### src/rtl/keyboard_entry_decoder.sv
// Purpose: PS/2 scan-code decoder producing an enter pulse, an N-digit BCD time entry and an auto-mode select.
// Latency: 1 cycle; every output is registered on the edge that samples i_keyValid.
// Backpressure: none; one code is accepted per i_keyValid strobe. Option macro KEY_REPEAT_FILTER_EN drops typematic repeats.
module keyboard_entry_decoder #(
    parameter int  NUM_DIGITS  = 4,
    parameter bit  DROP_OLDEST = 1'b1,
    localparam int CW          = $clog2(NUM_DIGITS + 1)
) (
    input  logic                    i_clock,
    input  logic                    i_reset,
    input  logic                    i_keyValid,
    input  logic [7:0]              i_keyCode,
    input  logic                    i_checkLoad,
    input  logic                    i_checkDuration,
    input  logic                    i_selectAuto,
    output logic                    o_enterOut,
    output logic [4*NUM_DIGITS-1:0] o_durationOut,
    output logic [CW-1:0]           o_digitCount,
    output logic                    o_digitStrobe,
    output logic [2:0]              o_autoOut,
    output logic                    o_autoSet
);

    localparam logic [7:0] C_BRK   = 8'hF0;
    localparam logic [7:0] C_EXT   = 8'hE0;
    localparam logic [7:0] C_ENTER = 8'h5A;
    localparam logic [7:0] C_BKSP  = 8'h66;
    localparam logic [7:0] C_ESC   = 8'h76;

    typedef enum logic [1:0] {S_IDLE, S_BRK, S_EXT, S_EXTBRK} state_t;

    state_t                  r_state;
    logic                    r_dur_d;
    logic [4*NUM_DIGITS-1:0] r_buf;
    logic [CW-1:0]           r_cnt;
    logic                    r_enter;
    logic                    r_strobe;
    logic [2:0]              r_auto;
    logic                    r_set;

    logic                    w_make_raw;
    logic                    w_repeat;
    logic                    w_make;
    logic                    w_dur_rise;
    logic [4:0]              w_digit;
    logic [3:0]              w_auto;
    logic                    w_full;
    logic [4*NUM_DIGITS-1:0] w_buf_base;
    logic [CW-1:0]           w_cnt_base;
    logic [4*NUM_DIGITS-1:0] w_shl;
    logic [4*NUM_DIGITS-1:0] w_buf_nxt;
    logic [CW-1:0]           w_cnt_nxt;
    logic                    w_strobe_nxt;
    logic                    w_enter_nxt;
    logic [2:0]              w_auto_nxt;
    logic                    w_set_nxt;

    // Both keypads map to the same BCD value: {valid, digit}
    function automatic logic [4:0] f_digit(input logic [7:0] c);
        case (c)
            8'h70, 8'h45: f_digit = {1'b1, 4'd0};
            8'h69, 8'h16: f_digit = {1'b1, 4'd1};
            8'h72, 8'h1E: f_digit = {1'b1, 4'd2};
            8'h7A, 8'h26: f_digit = {1'b1, 4'd3};
            8'h6B, 8'h25: f_digit = {1'b1, 4'd4};
            8'h73, 8'h2E: f_digit = {1'b1, 4'd5};
            8'h74, 8'h36: f_digit = {1'b1, 4'd6};
            8'h6C, 8'h3D: f_digit = {1'b1, 4'd7};
            8'h75, 8'h3E: f_digit = {1'b1, 4'd8};
            8'h7D, 8'h46: f_digit = {1'b1, 4'd9};
            default:      f_digit = 5'd0;
        endcase
    endfunction

    // Auto-cook keys: {valid, mode}
    function automatic logic [3:0] f_auto(input logic [7:0] c);
        case (c)
            8'h4D:   f_auto = {1'b1, 3'd0};
            8'h44:   f_auto = {1'b1, 3'd1};
            8'h3A:   f_auto = {1'b1, 3'd2};
            8'h2A:   f_auto = {1'b1, 3'd3};
            8'h32:   f_auto = {1'b1, 3'd4};
            8'h2D:   f_auto = {1'b1, 3'd5};
            8'h23:   f_auto = {1'b1, 3'd6};
            8'h1C:   f_auto = {1'b1, 3'd7};
            default: f_auto = 4'd0;
        endcase
    endfunction

    // A make is a plain code from IDLE, or the only extended code we honour (E0 5A)
    assign w_make_raw = i_keyValid &&
                        (((r_state == S_IDLE) && (i_keyCode != C_BRK) && (i_keyCode != C_EXT)) ||
                         ((r_state == S_EXT) && (i_keyCode == C_ENTER)));
    assign w_make     = w_make_raw && !w_repeat;
    assign w_dur_rise = i_checkDuration && !r_dur_d;
    assign w_digit    = f_digit(i_keyCode);
    assign w_auto     = f_auto(i_keyCode);

`ifdef KEY_REPEAT_FILTER_EN
    logic [7:0] r_last_code;
    logic       r_last_vld;
    logic       w_break;

    assign w_break  = i_keyValid && (i_keyCode == C_BRK) &&
                      ((r_state == S_IDLE) || (r_state == S_EXT));
    assign w_repeat = r_last_vld && (r_last_code == i_keyCode);

    // Remember the last make code until a break code arrives
    always_ff @(posedge i_clock or posedge i_reset) begin
        if (i_reset) begin
            r_last_code <= 8'h00;
            r_last_vld  <= 1'b0;
        end else if (w_break) begin
            r_last_vld  <= 1'b0;
        end else if (w_make_raw) begin
            r_last_code <= i_keyCode;
            r_last_vld  <= 1'b1;
        end
    end
`else
    assign w_repeat = 1'b0;
`endif

    // Prefix FSM: swallow the code after F0, honour only 5A after E0
    always_ff @(posedge i_clock or posedge i_reset) begin
        if (i_reset) begin
            r_state <= S_IDLE;
        end else if (i_keyValid) begin
            case (r_state)
                S_IDLE: begin
                    if (i_keyCode == C_BRK)      r_state <= S_BRK;
                    else if (i_keyCode == C_EXT) r_state <= S_EXT;
                    else                         r_state <= S_IDLE;
                end
                S_EXT:   r_state <= (i_keyCode == C_BRK) ? S_EXTBRK : S_IDLE;
                default: r_state <= S_IDLE;
            endcase
        end
    end

    // Next-state of the entry buffer and pulse outputs; the checkDuration rise clears first
    always_comb begin
        w_buf_base   = w_dur_rise ? '0 : r_buf;
        w_cnt_base   = w_dur_rise ? '0 : r_cnt;
        w_full       = (w_cnt_base == CW'(NUM_DIGITS));
        w_shl        = w_buf_base << 4;
        w_shl[3:0]   = w_digit[3:0];
        w_buf_nxt    = w_buf_base;
        w_cnt_nxt    = w_cnt_base;
        w_strobe_nxt = 1'b0;
        w_enter_nxt  = 1'b0;
        w_auto_nxt   = r_auto;
        w_set_nxt    = 1'b0;
        if (w_make) begin
            if ((i_keyCode == C_ENTER) && (i_checkLoad || i_checkDuration)) begin
                w_enter_nxt = 1'b1;
            end else if (w_digit[4] && i_checkDuration) begin
                if (!w_full) begin
                    w_buf_nxt    = w_shl;
                    w_cnt_nxt    = w_cnt_base + CW'(1);
                    w_strobe_nxt = 1'b1;
                end else if (DROP_OLDEST) begin
                    w_buf_nxt    = w_shl;
                    w_strobe_nxt = 1'b1;
                end
            end else if ((i_keyCode == C_BKSP) && i_checkDuration) begin
                if (w_cnt_base != '0) begin
                    w_buf_nxt    = w_buf_base >> 4;
                    w_cnt_nxt    = w_cnt_base - CW'(1);
                    w_strobe_nxt = 1'b1;
                end
            end else if ((i_keyCode == C_ESC) && i_checkDuration) begin
                w_buf_nxt    = '0;
                w_cnt_nxt    = '0;
                w_strobe_nxt = 1'b1;
            end else if (w_auto[3] && i_selectAuto) begin
                w_auto_nxt = w_auto[2:0];
                w_set_nxt  = 1'b1;
            end
        end
    end

    // Register all outputs and the checkDuration history
    always_ff @(posedge i_clock or posedge i_reset) begin
        if (i_reset) begin
            r_dur_d  <= 1'b0;
            r_buf    <= '0;
            r_cnt    <= '0;
            r_enter  <= 1'b0;
            r_strobe <= 1'b0;
            r_auto   <= 3'd0;
            r_set    <= 1'b0;
        end else begin
            r_dur_d  <= i_checkDuration;
            r_buf    <= w_buf_nxt;
            r_cnt    <= w_cnt_nxt;
            r_enter  <= w_enter_nxt;
            r_strobe <= w_strobe_nxt;
            r_auto   <= w_auto_nxt;
            r_set    <= w_set_nxt;
        end
    end

    assign o_enterOut    = r_enter;
    assign o_durationOut = r_buf;
    assign o_digitCount  = r_cnt;
    assign o_digitStrobe = r_strobe;
    assign o_autoOut     = r_auto;
    assign o_autoSet     = r_set;

endmodule
### config.mk
export PLATFORM = sky130hd
export DESIGN_NAME = keyboard_entry_decoder
export DESIGN_NICKNAME = d
export VERILOG_FILES = /design/src/rtl/keyboard_entry_decoder.sv
export SDC_FILE = /design/constraint.sdc
export NUM_CORES = 1
export LEC_CHECK = 0
export BUFFER_PORTS_ARGS = -buffer_cell sky130_fd_sc_hd__buf_4
export CAP_MARGIN = 20
export CELL_PAD_IN_SITES_DETAIL_PLACEMENT = 1
export CELL_PAD_IN_SITES_GLOBAL_PLACEMENT = 1
export CORE_MARGIN = 1.5
export CORE_UTILIZATION = 46
export CTS_CLUSTER_SIZE = 16
export DETAILED_ROUTE_END_ITERATION = 8
export GPL_TIMING_DRIVEN = 1
export MAX_ROUTING_LAYER = met4
export PLACE_DENSITY_LB_ADDON = 0.1
export REMOVE_ABC_BUFFERS = 1
export SLEW_MARGIN = 10
export SYNTH_ARGS = -nofsm -noshare
export SYNTH_HDL_FRONTEND = slang
export SYNTH_SLANG_ARGS = --single-unit
export TNS_END_PERCENT = 1
### constraint.sdc
create_clock -name i_clock -period 4.7 [get_ports i_clock]
set_input_delay 1.175 -clock i_clock [delete_from_list [all_inputs] [get_ports i_clock]]
set_output_delay 1.175 -clock i_clock [all_outputs]
set_load 0.01 [all_outputs]
==> summary.md, run 1 <==
Number of I/O port buffers: 38. The met1 track utilization from global routing was 0.353; the transition time at the pin with the least slew margin was 0.744 ns. The wire length per cell after detailed routing is 18.9 µm. Using the TritonRoute via totals, the vias-per-cell ratio works out to 6.20.

IR analysis of the VDD net gives a maximum drop of 177 µV. The overall routed net length was 5980 µm. Most area-hungry cell type in the Yosys netlist: sky130_fd_sc_hd__dfrtp_1. The maximum fanout along the worst path came out at 17. The run finished, with violations left. Yosys attributes the largest share of cell area to sky130_fd_sc_hd__dfrtp_1 32%, sky130_fd_sc_hd__nand2_1 5.5%, sky130_fd_sc_hd__mux2i_1 4.1%. Power spread over the standard cell area amounts to 247 nW/µm².

The all-layer global routing usage was 0.252; the worst hold-check slack was 0.497 ns. The placer's final routability congestion estimate came out at 0.886. The estimated wirelength of the detail-placed design is 4340 µm, and the data required time at the worst endpoint is 4.88 ns. The logs give 0.0380 for the met3 global-route usage and 9930 µm for the global-route wire length before repair.

Measured along the x axis, the die boundary spans 71.7 µm. The tool flagged a number of max-cap violations equal to 0. During I/O placement, the number of pins put on the boundary was 39. At the placement stage, the worst setup path has a slack of 1.15 ns.

The top-area cell type share of the netlist area was 0.322; the cell leakage power was 1.10 nW. Setup repair after global routing left no endpoint under its margin. The routed layout has 1964 vias. Counting flops with a built-in enable in the synthesized netlist gives 0. Data arrival time at the worst-slack endpoint: 3.49 ns. TritonCTS built the clock tree. The area added between synthesis and finish is 16.4%, and the setup TNS is 0 ns. In this run the remaining antenna-violating nets after routing total 0. Counting cells, the worst reg-to-reg path comes to 9. Number of stages on the worst hold path: 1.

The worst setup path is captured at a flop. In this run the critical register-to-register path is launched from r_dur_d. The final-report hold violation count came out at 0. The die covers 5150 µm². In this run, post-CTS hold repair placed 0 buffers. The core region is 4440 µm².

The run gives 285 as the post-layout net count. STA classifies the critical path startpoint as a primary input. Row generation in the floorplan step produced 24 rows. Critical path launch point: i_checkDuration. The final global-route overflow total is 0. The final reports fail on DRC.

The tools report the launch instance of the worst min-delay path as o_autoOut[0]. Kind of critical path: primary input to flop. Setup violations remaining at the end of the flow were counted as 0. The first detailed-routing pass ran for 6 iterations. The ratio of cells with drive above 1 in the final layout came out at 0.238. The final period utilization was 0.703; the number of standard cells after synthesis was 235. The via count of the first global-routing pass is 1938.

Between clock sinks in the finished design, the worst skew comes to 0.00144 ns. The tools report the maximum count of clock buffers along a single path as 2. For this run, design rule violations remaining after detail routing come to 3. Measured along the y axis, the die boundary spans 71.7 µm.

The async set-reset flop share out of synthesis was 1.00; the clock-pin slew reported for the worst setup and hold paths after clock tree synthesis was 0.10 ns. Each instance of the synthesized netlist takes up on average 9.25 µm². For this block, the initial DRC count from the detailed router was 111. The peak clock frequency supported by timing was 303 MHz; the number of buffers inserted during clock tree synthesis was 3. The run gives 0 as the initial antenna violation count. For the unique cell type count in the Yosys netlist, the log shows 73. The logs give 0.491 for the remaining max-slew budget at the tightest pin and 20 for the largest net degree at the start of global routing. Yosys printed 0 warnings.

The initial core utilization came out at 0.489. The logs give 0 for the final-report max-slew violation count and 0.322 for the sequential element share of the synthesized area. The run gives 0.569 as the final core utilization. The global routing stage identified its most utilized layer as met2. The most common flop cell mapped by yosys is sky130_fd_sc_hd__dfrtp_1. The cell area that synthesis handed to floorplanning was 2170 µm². The run gives 0 as the total inserted antenna cells. Counting every sink on the clock net gives 28. The post-route minimum period was 3.30 ns. Level count of the clock H-tree: 1. After clock tree synthesis, the repair step resized 0 gates. The tree is rooted in a sky130_fd_sc_hd__clkbuf_8. The number of buffers inserted to repair setup after CTS was 0; the met2 layer usage reported by global route was 0.397. Worst min-delay path category: flop to flop. Number of storage elements in the synthesis netlist: 28. For the worst-skew pair, the clock arrives at the later sink with an insertion delay of 0.28 ns. After layout, the worst setup slack is 1.40 ns. The layout has 511 filler cells.
-- cell usage after synthesis, drive strengths merged (4+ instances only) --
| library cell | count |
|---|---|
| nand2 | 33 |
| buf | 10 |
| o21ai | 10 |
| o22ai | 5 |
| nor2 | 23 |
| nand3 | 4 |
| nor4 | 7 |
| ha | 5 |
| nand2b | 4 |
| dfrtp | 28 |
| mux2i | 9 |
| a221o | 8 |
| inv | 11 |
| nor3 | 6 |
| a21oi | 7 |
-- report_power, final --
| part | internal (mW) | switching [mW] |
|---|---|---|
| clock | 0.114 | 0.0793 |
| sequential | 0.254 | 0.00693 |
| combinational | 0.0729 | 0.0991 |
| total | 0.441 | 0.185 |
-- layout by cell type, fill, tap and decap left out, types with 4 or more instances in the layout --
master,Yosys,final
sky130_fd_sc_hd__ha_1,5,5
sky130_fd_sc_hd__nand2b_1,4,4
sky130_fd_sc_hd__buf_4,1,38
sky130_fd_sc_hd__nor2_1,22,22
sky130_fd_sc_hd__a21oi_1,5,5
sky130_fd_sc_hd__dfrtp_1,28,28
sky130_fd_sc_hd__nand3_1,4,4
sky130_fd_sc_hd__o21ai_1,6,6
sky130_fd_sc_hd__nor4_1,6,6
sky130_fd_sc_hd__nor3_1,6,6
sky130_fd_sc_hd__nand2_1,32,32
sky130_fd_sc_hd__a221o_1,8,8
sky130_fd_sc_hd__o22ai_1,5,5
sky130_fd_sc_hd__inv_1,10,10
sky130_fd_sc_hd__mux2i_1,9,9
-- layer usage --
metal / up-vias / wire (µm)
li1: 946 / -
met1: 976 / 2900
met2: 36 / 2830
met3: 6 / 213
met4: 0 / 44
met5: - / 0
-- stage by stage --
| stage | area, µm² | total power, mW | instances |
|---|---|---|---|
| detailed placement | 2460 | 0.437 | 313 |
| floorplan | 2080 | 0.367 | 222 |
| global placement | 2430 | 0.430 | 312 |
| finish | 2530 | 0.626 | 317 |
| global route | 2530 | 0.656 | 317 |
| CTS | 2530 | 0.631 | 317 |
-- final timing paths --
path                                    endpoint  slack [ns]
worst max-delay path             o_digitCount[0]        1.40
worst min-delay path                o_autoOut[0]        0.50
worst max register to register  o_durationOut[0]        1.97
worst min register to register      o_autoOut[0]        0.50
max in group asynchronous        o_digitCount[0]        3.23
min in group asynchronous              o_autoSet        0.97
-- layout make-up --
cell class / instances / area, µm² / area share
Multi-Input combinational cell: 183 / 1340 / 0.529
Sequential cell: 28 / 701 / 0.277
Timing Repair Buffer: 39 / 313 / 0.124
Tap cell: 52 / 65.1 / 0.0257
Clock buffer: 3 / 41.3 / 0.0163
Inverter: 11 / 41.3 / 0.0163
Clock inverter: 1 / 30.0 / 0.0119
-- worst max-delay path, cell delays in order --
cell	delay, ns
sky130_fd_sc_hd__buf_4	0.15
sky130_fd_sc_hd__nand2_1	0.41
sky130_fd_sc_hd__nand2_1	0.19
sky130_fd_sc_hd__ha_1	0.26
sky130_fd_sc_hd__ha_1	0.45
sky130_fd_sc_hd__nor3_1	0.43
sky130_fd_sc_hd__o21ba_1	0.20
sky130_fd_sc_hd__o31ai_1	0.21
-- state kept, by name, indices dropped and copies added (netlist names) --
register	count
o_autoOut	3
o_autoSet	1
o_digitCount	3
o_digitStrobe	1
o_durationOut	16
o_enterOut	1
r_dur_d	1
r_state	2
-- cells by family (layout without fill, tap and decap cells) --
group | after synthesis | after routing | synth area share
buffers and inverters | 24 | 54 | 0.0616
xor gates and xnor gates | 3 | 3 | 0.0121
and+or+nand+nor | 107 | 107 | 0.289
AOI/OAI and AO/OA | 59 | 59 | 0.245
DFF | 28 | 28 | 0.322
adders and majority gates | 5 | 5 | 0.0288
muxes | 9 | 9 | 0.0415
(Power assumes the default switching activity.)
==> inputs of run 2 (changes only) <==
--- a/config.mk
+++ b/config.mk
@@ -10,7 +10,7 @@
 export CELL_PAD_IN_SITES_DETAIL_PLACEMENT = 1
 export CELL_PAD_IN_SITES_GLOBAL_PLACEMENT = 1
 export CORE_MARGIN = 1.5
-export CORE_UTILIZATION = 46
+export CORE_UTILIZATION = 43
 export CTS_CLUSTER_SIZE = 16
 export DETAILED_ROUTE_END_ITERATION = 8
 export GPL_TIMING_DRIVEN = 1
==> constraint.sdc (replaced) <==
create_clock -name i_clock -period 3.1 [get_ports i_clock]
set_input_delay 0.775 -clock i_clock [delete_from_list [all_inputs] [get_ports i_clock]]
set_output_delay 0.775 -clock i_clock [all_outputs]
set_load 0.01 [all_outputs]
==> summary.md, run 2 (synthesized netlist as in run 1, its figures left out) <==
The routed layout has 2012 vias. Static timing analysis puts the maximum clock frequency at 385 MHz. Level count of the clock H-tree: 1.

The final-report hold violation count came out at 0. The smallest clock period supported by the final layout is computed as 2.60 ns. On the worst path, the slowest cell contributes a delay of 0.53 ns. Final period utilization: 0.838.

The logs give 0.27 ns for the clock latency on the worst-skew pair and 0.889 for the placer's final routability congestion estimate. For this run, the detailed router's first-pass iteration total came to 4. The proportion of power drawn by combinational gates came out at 0.302. Area added between synthesis and finish: 19.1%. Using the TritonRoute via totals, the vias-per-cell ratio works out to 5.88. The total I/O pin count is 39, and the DRC violations left is 0.

After clock tree synthesis, the clock-pin slew on the worst setup and hold paths is 0.10 ns. Setup repair after global routing left no endpoint under its margin. Power spread over the standard cell area amounts to 345 nW/µm². For the worst setup path, the data required time is 3.26 ns.

After detailed routing, the average wire length per cell comes to 17.9 µm. The number of gates resized after CTS was 0. The run gives 67 as the initial DRC count.

The tools report the data arrival time at the worst-slack endpoint as 2.76 ns. From bottom edge to top edge, the die measures 74.1 µm. Of all nets on the critical path, the largest fanout is 16. Number of I/O port buffers: 38.

For the number of buffers inserted to repair setup after CTS, the log shows 0. Leaving out filler cells and counting taps, the final layout contains 342. Setup violations remaining at the end of the flow were counted as 0. The logs give 0.443 for the sequential cell fraction of total power and 1.13 nW for the cell leakage power. The count of max-cap constraint violations is 0.

Clock skew on the completed layout was measured at 0.00182 ns. For the via count of the first global-routing pass, the log shows 1982. The fraction of power spent switching nets came out at 0.312.

The internal power of the cells came out at 0.615 mW. Estimated wirelength of the detail-placed design: 4600 µm. Remaining max-slew budget at the tightest pin: 0.494. TritonCTS built the clock tree. The all-layer global routing usage was 0.244.

The count of nets left with antenna violations after detail routing came out at 0. For the final routed database, the setup TNS stands at 0 ns. The type of element launching the critical path was a primary input. For the initial antenna violation count, the log shows 0. The cell with the biggest individual delay on the critical path was sky130_fd_sc_hd__nor4_1.

The critical path is of the primary input to flop type. Initial core utilization: 0.454. Wires add up to 6120 µm.

Number of flip-flops in the largest register: 16. Counting tap cells, the placed design contains a total of 338 instances. The floorplan has 25 rows.

The longest clock path from root to sink contains 2 buffers. The final core utilization came out at 0.541. Counting the buffers created by CTS gives 3. The first global-routing pass estimated 10000 µm of wire. The region available for standard cell placement spans 4790 µm². The ratio of cells with drive above 1 in the final layout is 0.265.

Gate family responsible for the most delay along the worst path: simple AND/OR/NAND/NOR gates. In this run the power spent charging and discharging nets is 0.278 mW. The number of buffers inserted for hold repair after clock tree synthesis is 0, and the buffering stage count on the worst path with inverters included is 1. The die covers 5490 µm². At the end of the flow, the number of nets in the layout was 295.

The total inserted antenna cells is 0. In the layout the commonest cells are 49 x sky130_fd_sc_hd__buf_4, 32 x sky130_fd_sc_hd__nand2_1, 28 x sky130_fd_sc_hd__dfrtp_1, 22 x sky130_fd_sc_hd__nor2_1, 10 x sky130_fd_sc_hd__inv_1. For this run the aggregate overflow at the end of global routing stands at 0. The tools report the peak ir drop on the vdd network as 193 µV. Leaving out fill and tap cells, the most frequent cell in the layout is sky130_fd_sc_hd__buf_4.

For the pin with the worst max-slew slack, the measured transition is 0.758 ns. The buffer type at the clock tree root was sky130_fd_sc_hd__clkbuf_8. Relative contribution of the clock network to total power: 0.256. Entering global routing, the biggest net connects 20 pins. STA classifies the critical path endpoint as a flop.

The flow ran to the end, and the final reports show no timing, DRC or antenna violations. The signal on the critical path passes through buf_4, or2b_4, nor4_1, nor2_1, o2111ai_4, o31a_4, a21oi_4, a221o_1. Counting every sink on the clock net gives 28. The final-report max-slew violation count is 0.

The worst min-delay path category is flop to flop. Width of the die: 74.1 µm.
run 2: path summary, 6_finish.rpt:
path                         startpoint                to  slack [ns]  cells after the start
min                        o_autoOut[0]      o_autoOut[0]        0.51                      1
min reg2reg                o_autoOut[0]      o_autoOut[0]        0.51                      1
min in group asynchronous       i_reset         o_autoSet        0.63                      2
max in group asynchronous       i_reset           r_dur_d        1.89                      3
max                        i_keyCode[5]  o_durationOut[5]        0.50                      8
max reg2reg                     r_dur_d  o_durationOut[7]        0.90                      9
run 2: power by group through the flow:
stage / Sequential [mW] / Clock [mW] / Combinational (mW)
final: 0.395 / 0.228 / 0.269
after global routing: 0.398 / 0.245 / 0.297
after CTS: 0.395 / 0.235 / 0.272
after detailed placement: 0.403 / 0 / 0.271
after global placement: 0.402 / 0 / 0.262
after floorplan: 0.411 / 0 / 0.145
run 2: worst register-to-register path, delay by kind of cell, from the launching register on:
family	cells	cell delay [ns]
muxes	1	0.22
DFF	1	0.39
and+or+nand+nor	3	0.34
adders and majority gates	2	0.49
AOI/OAI and AO/OA	1	0.26
buffers and inverters	2	0.40
run 2: layer usage:
layer  up-vias  track usage  share of wire  wire length [µm]
met5         -            -              0                 0
met4         0       0.0494          0.013                82
met3         8       0.0244          0.029               180
met2        36        0.379           0.48              2940
met1      1007        0.346           0.48              2920
li1        961            -              -                 -
run 2: metrics by stage:
stage               area, µm²  hold WS, ns  total power [mW]  setup slack [ns]
floorplan                2080        0.461             0.556             0.566
global placement         2530        0.475             0.664             0.256
detailed placement       2530        0.489             0.674             0.254
CTS                      2590        0.512             0.902             0.524
global route             2590        0.546             0.940             0.357
finish                   2590        0.506             0.893             0.502
run 2: cell type report:
type | instances | area (µm²)
clock buffers | 4 | 55.1
fillers | 601 | 2200
inverters | 11 | 41.3
multi-input cells | 183 | 1340
flip-flops and latches | 28 | 701
well taps | 67 | 83.8
repair buffers | 49 | 368
